**config.mk**
```make
export PLATFORM = sky130hd
export DESIGN_NAME = instruction_fetch_unit
export DESIGN_NICKNAME = d
export VERILOG_FILES = /design/src/rtl/instruction_fetch_unit.sv
export SDC_FILE = /design/constraint.sdc
export NUM_CORES = 1
export LEC_CHECK = 0
export ABC_CLOCK_PERIOD_IN_PS = 5700
export CORE_ASPECT_RATIO = 0.5
export CORE_MARGIN = 1.5
export CORE_UTILIZATION = 25
export DETAILED_ROUTE_END_ITERATION = 10
export SLEW_MARGIN = 10
export SYNTH_ARGS = -nofsm -noshare
export SYNTH_HDL_FRONTEND = slang
export SYNTH_SLANG_ARGS = --single-unit
```
**constraint.sdc**
```tcl
create_clock -name clk -period 5.7 [get_ports clk]
set_input_delay 1.14 -clock clk [delete_from_list [all_inputs] [get_ports clk]]
set_output_delay 1.14 -clock clk [all_outputs]
set_load 0.1 [all_outputs]
```
**src/rtl/instruction_fetch_unit.sv**
```systemverilog
// ---------------------------------------------------------------------------
// instruction_fetch_unit
//
// Front end of the single-issue RISC-V pipeline. Owns the program counter,
// presents it as a byte address to a combinational instruction memory, and
// captures the returned word into the IF/ID pipeline register.
//
// Update priority for both the PC and IF/ID on every clock edge:
//   branch_taken > stall > fetch_halted > normal sequential fetch
//
// Ports
//   clk               rising-edge clock
//   rst_n             asynchronous active-low reset
//   stall             freeze PC and IF/ID (hazard unit)
//   branch_taken      redirect request; squashes the wrong-path fetch
//   branch_target     redirect byte address (low two bits are dropped)
//   inst_address      current PC to instruction memory
//   instruction       word returned combinationally for inst_address
//   if_id_valid       IF/ID holds a real instruction
//   if_id_pc          PC of the IF/ID instruction
//   if_id_pc_plus4    if_id_pc + 4
//   if_id_instruction fetched word, or NOP_INSTR for a bubble
//   fetch_halted      PC lies beyond the last populated word
//   fetch_count       valid instructions delivered into IF/ID (wraps)
// ---------------------------------------------------------------------------
module instruction_fetch_unit #(
    parameter logic [31:0] RESET_PC   = 32'h0000_0000,
    parameter int          IMEM_BYTES = 88,
    parameter logic [31:0] NOP_INSTR  = 32'h0000_0013
) (
    input  logic        clk,
    input  logic        rst_n,
    input  logic        stall,
    input  logic        branch_taken,
    input  logic [31:0] branch_target,
    output logic [31:0] inst_address,
    input  logic [31:0] instruction,
    output logic        if_id_valid,
    output logic [31:0] if_id_pc,
    output logic [31:0] if_id_pc_plus4,
    output logic [31:0] if_id_instruction,
    output logic        fetch_halted,
    output logic [31:0] fetch_count
);

    // Highest PC whose whole word still lies inside the memory.
    localparam logic [31:0] LAST_PC = 32'(IMEM_BYTES - 4);

    logic [31:0] pc;
    logic [31:0] pc_plus4;

    assign pc_plus4     = pc + 32'd4;
    assign inst_address = pc;
    assign fetch_halted = (pc > LAST_PC);

    // Program counter. Halt is not sticky: a redirect always wins.
    always_ff @(posedge clk or negedge rst_n) begin
        if (!rst_n) begin
            pc <= RESET_PC;
        end else if (branch_taken) begin
            pc <= {branch_target[31:2], 2'b00};
        end else if (!stall && !fetch_halted) begin
            pc <= pc_plus4;
        end
    end

    // IF/ID pipeline register and delivered-instruction counter.
    // On a flush or halt bubble the pc fields still track the current PC;
    // they are informational only since valid is low.
    always_ff @(posedge clk or negedge rst_n) begin
        if (!rst_n) begin
            if_id_valid       <= 1'b0;
            if_id_instruction <= NOP_INSTR;
            if_id_pc          <= RESET_PC;
            if_id_pc_plus4    <= RESET_PC + 32'd4;
            fetch_count       <= 32'd0;
        end else if (branch_taken) begin
            if_id_valid       <= 1'b0;
            if_id_instruction <= NOP_INSTR;
            if_id_pc          <= pc;
            if_id_pc_plus4    <= pc_plus4;
        end else if (stall) begin
            // hold every IF/ID field
        end else if (fetch_halted) begin
            if_id_valid       <= 1'b0;
            if_id_instruction <= NOP_INSTR;
            if_id_pc          <= pc;
            if_id_pc_plus4    <= pc_plus4;
        end else begin
            if_id_valid       <= 1'b1;
            if_id_instruction <= instruction;
            if_id_pc          <= pc;
            if_id_pc_plus4    <= pc_plus4;
            fetch_count       <= fetch_count + 32'd1;
        end
    end

endmodule

```
==> summary.md <==
| Metric | Value |
|---|---|
| Max-slew violations | `0` |
| P&R area growth vs syn | `44.58%` |
| Post-synthesis cell area | `6839 um2` |
| First-pass GRT wire length | `30,630 um` |
| Row cnt | `42` |
| Via Count | `5,317` |
| Worst stage delay on the critical path | `1.00 ns` |
| Yosys synthesis warning count | `0` |
| Outcome | `complete, no violations` |
| I/O pin cnt | `230` |
| Clock-pin slew on the worst setup and hold paths | `0.06 ns` |
| DP HPWL | `13,890 um` |
| Kind of critical path | `reg -> out` |
| Hold_buf cts | `0` |
| Antenna violations before repair | `0` |
| Buf/Inv on CP | `1` |
| Core area | `26,640 um2` |
| Post-synthesis cell type count | `39` |
| Final Hold Fails | `0` |
| Slowest-stage cell, CP | `clkdlybuf4s50_1` |
| Slew margin rel. | `0.2880` |
| Crit path launch type | `flop` |
| First drt pass iteration count | `4` |
| # port buffers | `221` |
| Avg Cell Area, Syn | `10.94 um2` |
| Final antenna-violating net count | `0` |
| Max Fanout on Critical Path | `6` |
| Final hold slack | `0.4626 ns` |
| Tcrit/Tclk final | `0.7529` |
| Avg Vias per Cell | `about 4.5` |
| Class of the worst hold path | `reg -> reg` |
| DR iter-0 viols | `roughly 260` |
| Final WL | `19,390 um` |
| Clock skew | `0.009374 ns` |
| Fmax achieved | `0.2330 GHz` |
| Most frequent cells in the layout | `clkdlybuf4s50_1, dfrtp_1, nand2_1` |
| Gr usage total | `0.1413` |
| Critical path cell sequence | `nor4_2 > nand4_4 > or3_1 > clkdlybuf4s50_1` |
| Post-layout util | `0.3711` |
| CP required | `4.56 ns` |
| Clk buf depth | `2` |
| #FFs+latches synth | `155` |
| Inserted Diodes | `0` |
| CTS Buf Count | `17` |
| Cells after Synth | `625` |
| Setup bufs post-CTS | `0` |
| Maximum Capacitance Violations | `0` |
| Pwr Density | `332.4 nW/um2` |
| Largest net degree at the start of global routing | `66` |
| Proportion of layout cells with a drive suffix above 1 | `0.09620` |
| Vias in the first global route | `between 5,000 and 6,000` |
| Post-CTS resize count | `0` |
| Die area | `28,420 um2` |
| Initial Util | `0.2567` |
| Final setup violation count | `0` |
| RSZ-0062 raised after global routing | `false` |
| Drt drc | `0` |
| CP Capture Type | `output pin` |
| Fin crit period | `4.291 ns` |
| Setup TNS | `0 ns` |
| Critical path's top delay family | `simple AND/OR/NAND/NOR gates` |
| CTS tree | `done` |
| Grt ovf | `0` |
| Maximum VDD drop | `0.2177 mV` |
| DR WL/cell | `roughly 16 um` |
| Routability congestion estimate | `0.7831` |
| Clk sinks | `155` |
| Sequential share of the synthesized area | `0.5679` |
| Die height | `120.0 um` |
| Die Width | `236.9 um` |
| Data arrival time of the critical path | `3.15 ns` |
| Clk root buf | `clkbuf_16` |
| Worst-margin pin slew | `1.065 ns` |
| Leak pwr | `4.111 nW` |
| Htree depth | `4` |
| Worst skew pair latency | `0.44 ns` |
| Final nets | `901` |
| Commonest non-fill, non-tap cell in the layout | `clkdlybuf4s50_1` |
-- final cells by class --
class | count | area (um2)
timing repair buffer | 226 | 2246
tap | 352 | 440.4
clock buffer | 21 | 460.4
clock inverter | 11 | 93.84
fill | 2621 | 16750
inverter | 3 | 11.26
multi-input combinational | 426 | 2753
sequential | 155 | 3884
-- logic make-up (layout without fill, tap and decap cells) --
| logic type | count (synthesis) | count (layout) | share of synthesized area |
|---|---|---|---|
| buf+inv | 49 | 261 | 0.03513 |
| other cells | 1 | 6 | 0.0005483 |
| compound gates | 71 | 71 | 0.07300 |
| fa+ha+maj | 4 | 4 | 0.007318 |
| xor+xnor | 62 | 62 | 0.07940 |
| simple gates | 256 | 256 | 0.1923 |
| mux | 27 | 27 | 0.04446 |
| flops | 155 | 155 | 0.5679 |
-- sequential cells by signal (all words and copies together) (netlist names) --
name / cells
inst_address: 30
if_id_pc: 30
if_id_pc_plus4: 30
if_id_valid: 1
fetch_count: 32
if_id_instruction: 32
-- cells in the mapped netlist --
library cell | number | area share
and2_1 | 7 | 0.0064
nor4b_2 | 1 | 0.0022
and4_1 | 8 | 0.010
buf_2 | 6 | 0.0044
xor2_1 | 20 | 0.026
a22o_1 | 29 | 0.037
nor4b_1 | 1 | 0.0013
xnor2_1 | 42 | 0.054
nor2b_1 | 3 | 0.0027
o22a_1 | 3 | 0.0038
mux2_2 | 26 | 0.043
buf_6 | 2 | 0.0033
clkbuf_1 | 27 | 0.015
or4b_2 | 1 | 0.0015
nand4_1 | 25 | 0.023
nand3_1 | 27 | 0.020
nor4_2 | 3 | 0.0055
mux2_1 | 1 | 0.0016
a211oi_2 | 1 | 0.0018
dfrtp_1 | 151 | 0.55
conb_1 | 1 | 0.00055
or3_1 | 2 | 0.0018
a21oi_1 | 6 | 0.0044
nor4_1 | 4 | 0.0037
and3_1 | 11 | 0.010
nor2_1 | 16 | 0.0088
nor4_4 | 4 | 0.012
nor3_1 | 5 | 0.0037
buf_4 | 9 | 0.0099
dfstp_2 | 4 | 0.015
nand2b_1 | 3 | 0.0027
nand2_1 | 134 | 0.074
o21ai_0 | 30 | 0.022
inv_1 | 3 | 0.0016
ha_1 | 4 | 0.0073
o21ai_1 | 1 | 0.00073
buf_1 | 2 | 0.0011
o31ai_4 | 1 | 0.0031
nand4_4 | 1 | 0.0031
-- path summary, 6_finish.rpt --
path	depth (start not counted)	to	startpoint	slack [ns]
max	4	fetch_halted	inst_address[20]$_DFFE_PN0P_	1.41
min	2	if_id_pc[31]$_DFFE_PN0P_	if_id_pc[31]$_DFFE_PN0P_	0.46
max reg2reg	5	fetch_count[1]$_DFFE_PN0P_	inst_address[20]$_DFFE_PN0P_	2.65
min reg2reg	2	if_id_pc[31]$_DFFE_PN0P_	if_id_pc[31]$_DFFE_PN0P_	0.46
max in group asynchronous	2	if_id_pc_plus4[28]$_DFFE_PN0P_	rst_n	3.83
min in group asynchronous	1	inst_address[17]$_DFFE_PN0P_	rst_n	0.69
-- power breakdown --
part	switching (mW)	total (mW)	internal, mW
Clock	0.467	1.09	0.622
Combinational	0.721	0.940	0.219
Sequential	0.0838	1.26	1.18
-- layer usage --
metal / up-vias / GRT usage / part of all wire
met3: 19 / 0.04302 / 0.036
met2: 92 / 0.2450 / 0.52
met1: 2658 / 0.1693 / 0.44
li1: 2548 / - / -
met5: - / 0 / 0
met4: 0 / 0.04087 / 0.013
-- worst reg2reg max path, cell delays in order (launching register included) --
cell     delay (ns)
dfrtp_1        0.46
nor4_2         0.52
nand4_4        0.29
nor4b_4        0.87
buf_4          0.42
mux2_2         0.38
-- stage by stage --
| stage | std cells | area, um2 | worst slack (ns) | power [mW] |
|---|---|---|---|---|
| after floorplan | 630 | 6858 | 1.998 | 1.947 |
| after CTS | 1194 | 9888 | 1.379 | 3.337 |
| after detailed placement | 1162 | 9334 | 1.868 | 2.227 |
| after global placement | 1162 | 9334 | 1.893 | 2.220 |
| after global routing | 1194 | 9888 | 1.292 | 3.422 |
| final | 1194 | 9888 | 1.409 | 3.287 |
Power figures use the tool's default switching activity.
==> patch 1, RTL diff (same flow settings) <==
Register the input `branch_target` before use, without a reset. The logic sees it one clock later. The other inputs are not delayed to match.
--- a/src/rtl/instruction_fetch_unit.sv
+++ b/src/rtl/instruction_fetch_unit.sv
@@ -48,2 +48,8 @@
 
+    logic [31:0] branch_target_q;
+
+    always_ff @(posedge clk) begin
+        branch_target_q <= branch_target;
+    end
+
     logic [31:0] pc;
@@ -60,3 +66,3 @@
         end else if (branch_taken) begin
-            pc <= {branch_target[31:2], 2'b00};
+            pc <= {branch_target_q[31:2], 2'b00};
         end else if (!stall && !fetch_halted) begin
Check against the original RTL: not equivalent (Yosys sat finds a counterexample within 4 cycles, from zero or initial values and one cycle with rst_n low).
==> patch 1 against the unedited design <==
  * Sequential share of layout area increased by 3.3 points
  * Sequential cell count increased by 30
  * Final area increased by 6.5%
  * Worst setup slack improved by 0.18 ns
  * Synthesized cell count increased by 3.8%
  * Power increased by 11%
  * Critical path depth increased by 2
  * Non-clock buffer count increased by 2
  * Worst hold slack got worse by 0.025 ns
  * Synthesized area increased by 7.8%
  * Routed wire length increased by 9.3%
  * Critical path type unchanged
==> patch 1: results (changes against the unedited design) <==
GR Layer Usage met2 24.9% (was 24.5%); Placed Instances 1228 (was 1162); global-route met1 utilization 16.7% (was 16.9%); Least-Margin Pin Slew 1.19 ns (was 1.06 ns); final wirelength 21200 um (was 19400 um); first-pass GRT wire length 32900 um (was 30600 um); WL/cell 16.8 um (was 16.2 um); Worst R2R Start inst_address[6] (was inst_address[20]); Worst Path Max Fanout 7 (was 6); Static Leak 0.00433 uW (was 0.00411 uW); Yosys cell types 43 (was 39); Antenna diodes 0 (unchanged); post-CTS setup buffer count 0 (unchanged); Critical Path Start inst_address[2] (was inst_address[20]); largest net degree at the start of global routing 122 (was 66); Synth top cells by count dfrtp_1 (151), nand2_1 (127), xnor2_1 (41) (was dfrtp_1 (151), nand2_1 (134), xnor2_1 (42)); clock latency on the worst-skew pair 0.44 ns (about the same); DR pass1 iterations 4 (unchanged); syn_area_per_cell 11.4 um2 (was 10.9 um2); share of cells above drive strength 1 9.21% (was 9.62%); Global Route met3 Usage 2.59% (was 4.30%); vias in the first global route 5605 (was 5340); HP Start branch_target_q[2] (was if_id_pc[31]); register area share after synthesis 60.8% (was 56.8%); DRT iter0 DRCs 362 (was 257); vias per cell 4.41 (was 4.45); DRT met1 WL 8910 um (was 8450 um); Internal 2340 uW (was 2020 uW); Worst IR Drop VDD 217 uV (was 218 uV); pre-CTS WS 2.02 ns (was 1.87 ns); GRT Util Overall 14.1% (about the same); CTS HTree Levels 4 (unchanged); run status finished clean (unchanged); most frequent cell after synthesis dfrtp_1 (unchanged); arrival time worst endpoint 2.97 ns (was 3.15 ns); met2 WL 11100 um (was 9990 um); dpl cell area 0.00991 mm2 (was 0.00933 mm2); met3 WL post-DR 507 um (was 700 um); ys async rst share 83.8% (was 100%); post-detail-place hpwl 15300 um (was 13900 um); Worst Skew 0.0102 ns (was 0.00937 ns)
[patch 1: cell types whose count changed after synthesis, moves of 3 or more]
cell     before  now
a21oi_1       6    2
and2_1        7    2
and3_1       11    8
buf_4         9    6
dfxtp_1       0   30
inv_1         3    7
nand2_1     134  127
nand3_1      27   24
nand4_1      25   28
nor2_1       16   12
nor3_1        5   11
nor4_2        3    6
o21ai_0      30   36
[patch 1: worst max-delay path: stages (launching register included)]
cell	delay [ns]
dfrtp_1	0.46
inv_1	0.12
ha_1	0.21
nand4bb_1	0.20
nand4_1	0.22
or2_2	0.15
clkdlybuf4s50_1	1.17
[patch 1: final timing paths]
check                             endpoint  slack, ns  cells past startpoint
setup / recovery              fetch_halted       1.59                      6
hold / removal             inst_address[2]       0.44                      2
setup reg to reg           inst_address[3]       3.17                      5
hold reg to reg            inst_address[2]       0.44                      2
max in group asynchronous  inst_address[6]       3.79                      2
min in group asynchronous  fetch_count[20]       0.69                      1
[patch 1: final cells by class]
class | instances | area [um2]
clock buffer | 22 | 474
multi-input combinational | 417 | 2650
tap | 391 | 489
timing repair buffer | 228 | 2260
sequential | 185 | 4480
fill | 2849 | 18500
clock inverter | 10 | 141
inverter | 7 | 26.3
[patch 1: power groups by stage]
stage	combinational (uW)	clock (uW)	sequential [uW]
finish	939	1230	1480
global route	970	1320	1490
CTS	948	1260	1480
detailed placement	946	0	1500
global placement	943	0	1500
floorplan	143	0	2020
[patch 1: cells by family after synthesis]
| logic type | share of synthesized area (%) |
|---|---|
| buffers and inverters | 3.50 |
| AO/OA/AOI/OAI | 6.81 |
| flip-flops | 60.8 |
| AND/OR/NAND/NOR | 16.9 |
| adder cells (fa/ha/maj) | 0.679 |
| multiplexers | 3.87 |
| other | 0.0509 |
| XOR/XNOR | 7.37 |
==> patch 2, RTL diff (config.mk and constraints unchanged) <==
Without the edit above. The parameter `NOP_INSTR` goes from 32'h0000_0013 to 32'h00000009.
--- a/src/rtl/instruction_fetch_unit.sv
+++ b/src/rtl/instruction_fetch_unit.sv
@@ -28,3 +28,3 @@
     parameter int          IMEM_BYTES = 88,
-    parameter logic [31:0] NOP_INSTR  = 32'h0000_0013
+    parameter logic [31:0] NOP_INSTR  = 32'h00000009
 ) (
Formal check against the unedited RTL: not equivalent (Yosys sat finds a counterexample within 4 cycles, from zero or initial values and one cycle with rst_n low).
==> patch 2 against the unedited design <==
  * Critical path depth rose by 1
  * Sequential power barely moved
  * Worst setup slack improved by 0.062 ns
  * Synthesized cell count fell by 0.16%
  * Routed wire length rose by 2.8%
  * Sequential cell count did not move
  * Maximum frequency rose by 1.5%
  * Die area rose by 0.11%
  * Clock skew fell by 0.0022 ns
  * Final area barely moved
  * Sequential share of layout area barely moved
  * Synthesized area rose by 0.11%
  * Count of clock-buffer cells in the layout fell by 2
  * Power fell by 0.63%
==> patch 2: results (changes against the unedited design) <==
Final clock-cell share 5.46% (was 5.61%); Least-Margin Pin Slew 1.12 ns (was 1.06 ns); Tcrit/Tclk final 74.2% (was 75.3%); buffering overhead 22.7% (about the same); pre-CTS WS 1.90 ns (was 1.87 ns); GRT Util Overall 14.4% (was 14.1%); WL/cell 16.7 um (was 16.2 um); Hold WS 0.465 ns (was 0.463 ns); largest net degree at the start of global routing 61 (was 66); run status finished clean (unchanged); vias in the first global route 5231 (was 5340); Global Route met3 Usage 3.54% (was 4.30%); DR vias 5360 (was 5317); arrival time worst endpoint 3.09 ns (was 3.15 ns); clock buf count 19 (was 21); Worst Skew 0.00717 ns (was 0.00937 ns); Critical Path Max Stage Delay 1.17 ns (was 1.00 ns); first-pass GRT wire length 31200 um (was 30600 um); Static Leak 0.00410 uW (was 0.00411 uW); Worst IR Drop VDD 217 uV (was 218 uV); GPL Wtd Cong 0.766 (was 0.783); global-route met1 utilization 17.3% (was 16.9%); Critical Path Start inst_address[2] (was inst_address[20]); area occupied by multi-input gates 0.00277 mm2 (was 0.00275 mm2); Worst Path Max Fanout 9 (was 6); multi-input gates 427 (was 426); Reg area 0.00388 mm2 (about the same); register area share after synthesis 56.7% (was 56.8%); share of cells above drive strength 1 9.39% (was 9.62%); Hold EP if_id_pc[6] (was if_id_pc[31]); Top Family by Delay on Critical Path buffers and inverters (was simple AND/OR/NAND/NOR gates); synth top area cells dfrtp_1 (56%), nand2_1 (7.4%), xnor2_1 (5.4%) (was dfrtp_1 (55%), nand2_1 (7.4%), xnor2_1 (5.4%))
==> patch 2: per-stage QoR <==
| stage | instances | util, % | cell area, um2 | power, uW |
|---|---|---|---|---|
| 3_3_place_gp | 1163 | 35.0 | 9350 | 2220 |
| 2_1_floorplan | 629 | - | 6870 | 1950 |
| 3_5_place_dp | 1163 | 35.0 | 9350 | 2230 |
| 4_1_cts | 1193 | 37.0 | 9890 | 3320 |
| 6_report | 1194 | 37.1 | 9890 | 3270 |
| 5_1_grt | 1194 | 37.1 | 9890 | 3400 |
==> patch 2: cell families (layout without fill, tap and decap cells) <==
group                      count (synthesis)  in the layout  synth area share (%)
DFF                                      155            155                  56.7
and+or+nand+nor                          257            257                  19.6
buffers and inverters                     47            259                  3.29
xor gates and xnor gates                  62             62                  7.93
other                                      1              7                0.0548
muxes                                     27             27                  4.44
adders and majority gates                  4              4                 0.731
AOI/OAI and AO/OA                         71             71                  7.29
==> patch 2: power groups by stage <==
stage | Clock, uW | Sequential (uW) | Combinational (uW)
6_report | 1070 | 1260 | 942
4_1_cts | 1100 | 1260 | 951
5_1_grt | 1160 | 1270 | 975
3_3_place_gp | 0 | 1280 | 946
2_1_floorplan | 0 | 1800 | 148
3_5_place_dp | 0 | 1280 | 949
==> patch 2: metal layers <==
layer,up-vias,wire (um),share of wire (%)
li1,2551,-,-
met1,2706,8400,42
met2,76,10500,53
met3,27,542,2.7
met4,0,516,2.6
met5,-,0,0
==> patch 2: worst reg2reg max path, delay by kind of cell (launching register included) <==
| family | cells | cell delay [ns] |
|---|---|---|
| and+or+nand+nor | 4 | 1.93 |
| xor gates and xnor gates | 1 | 0.19 |
| DFF | 1 | 0.45 |
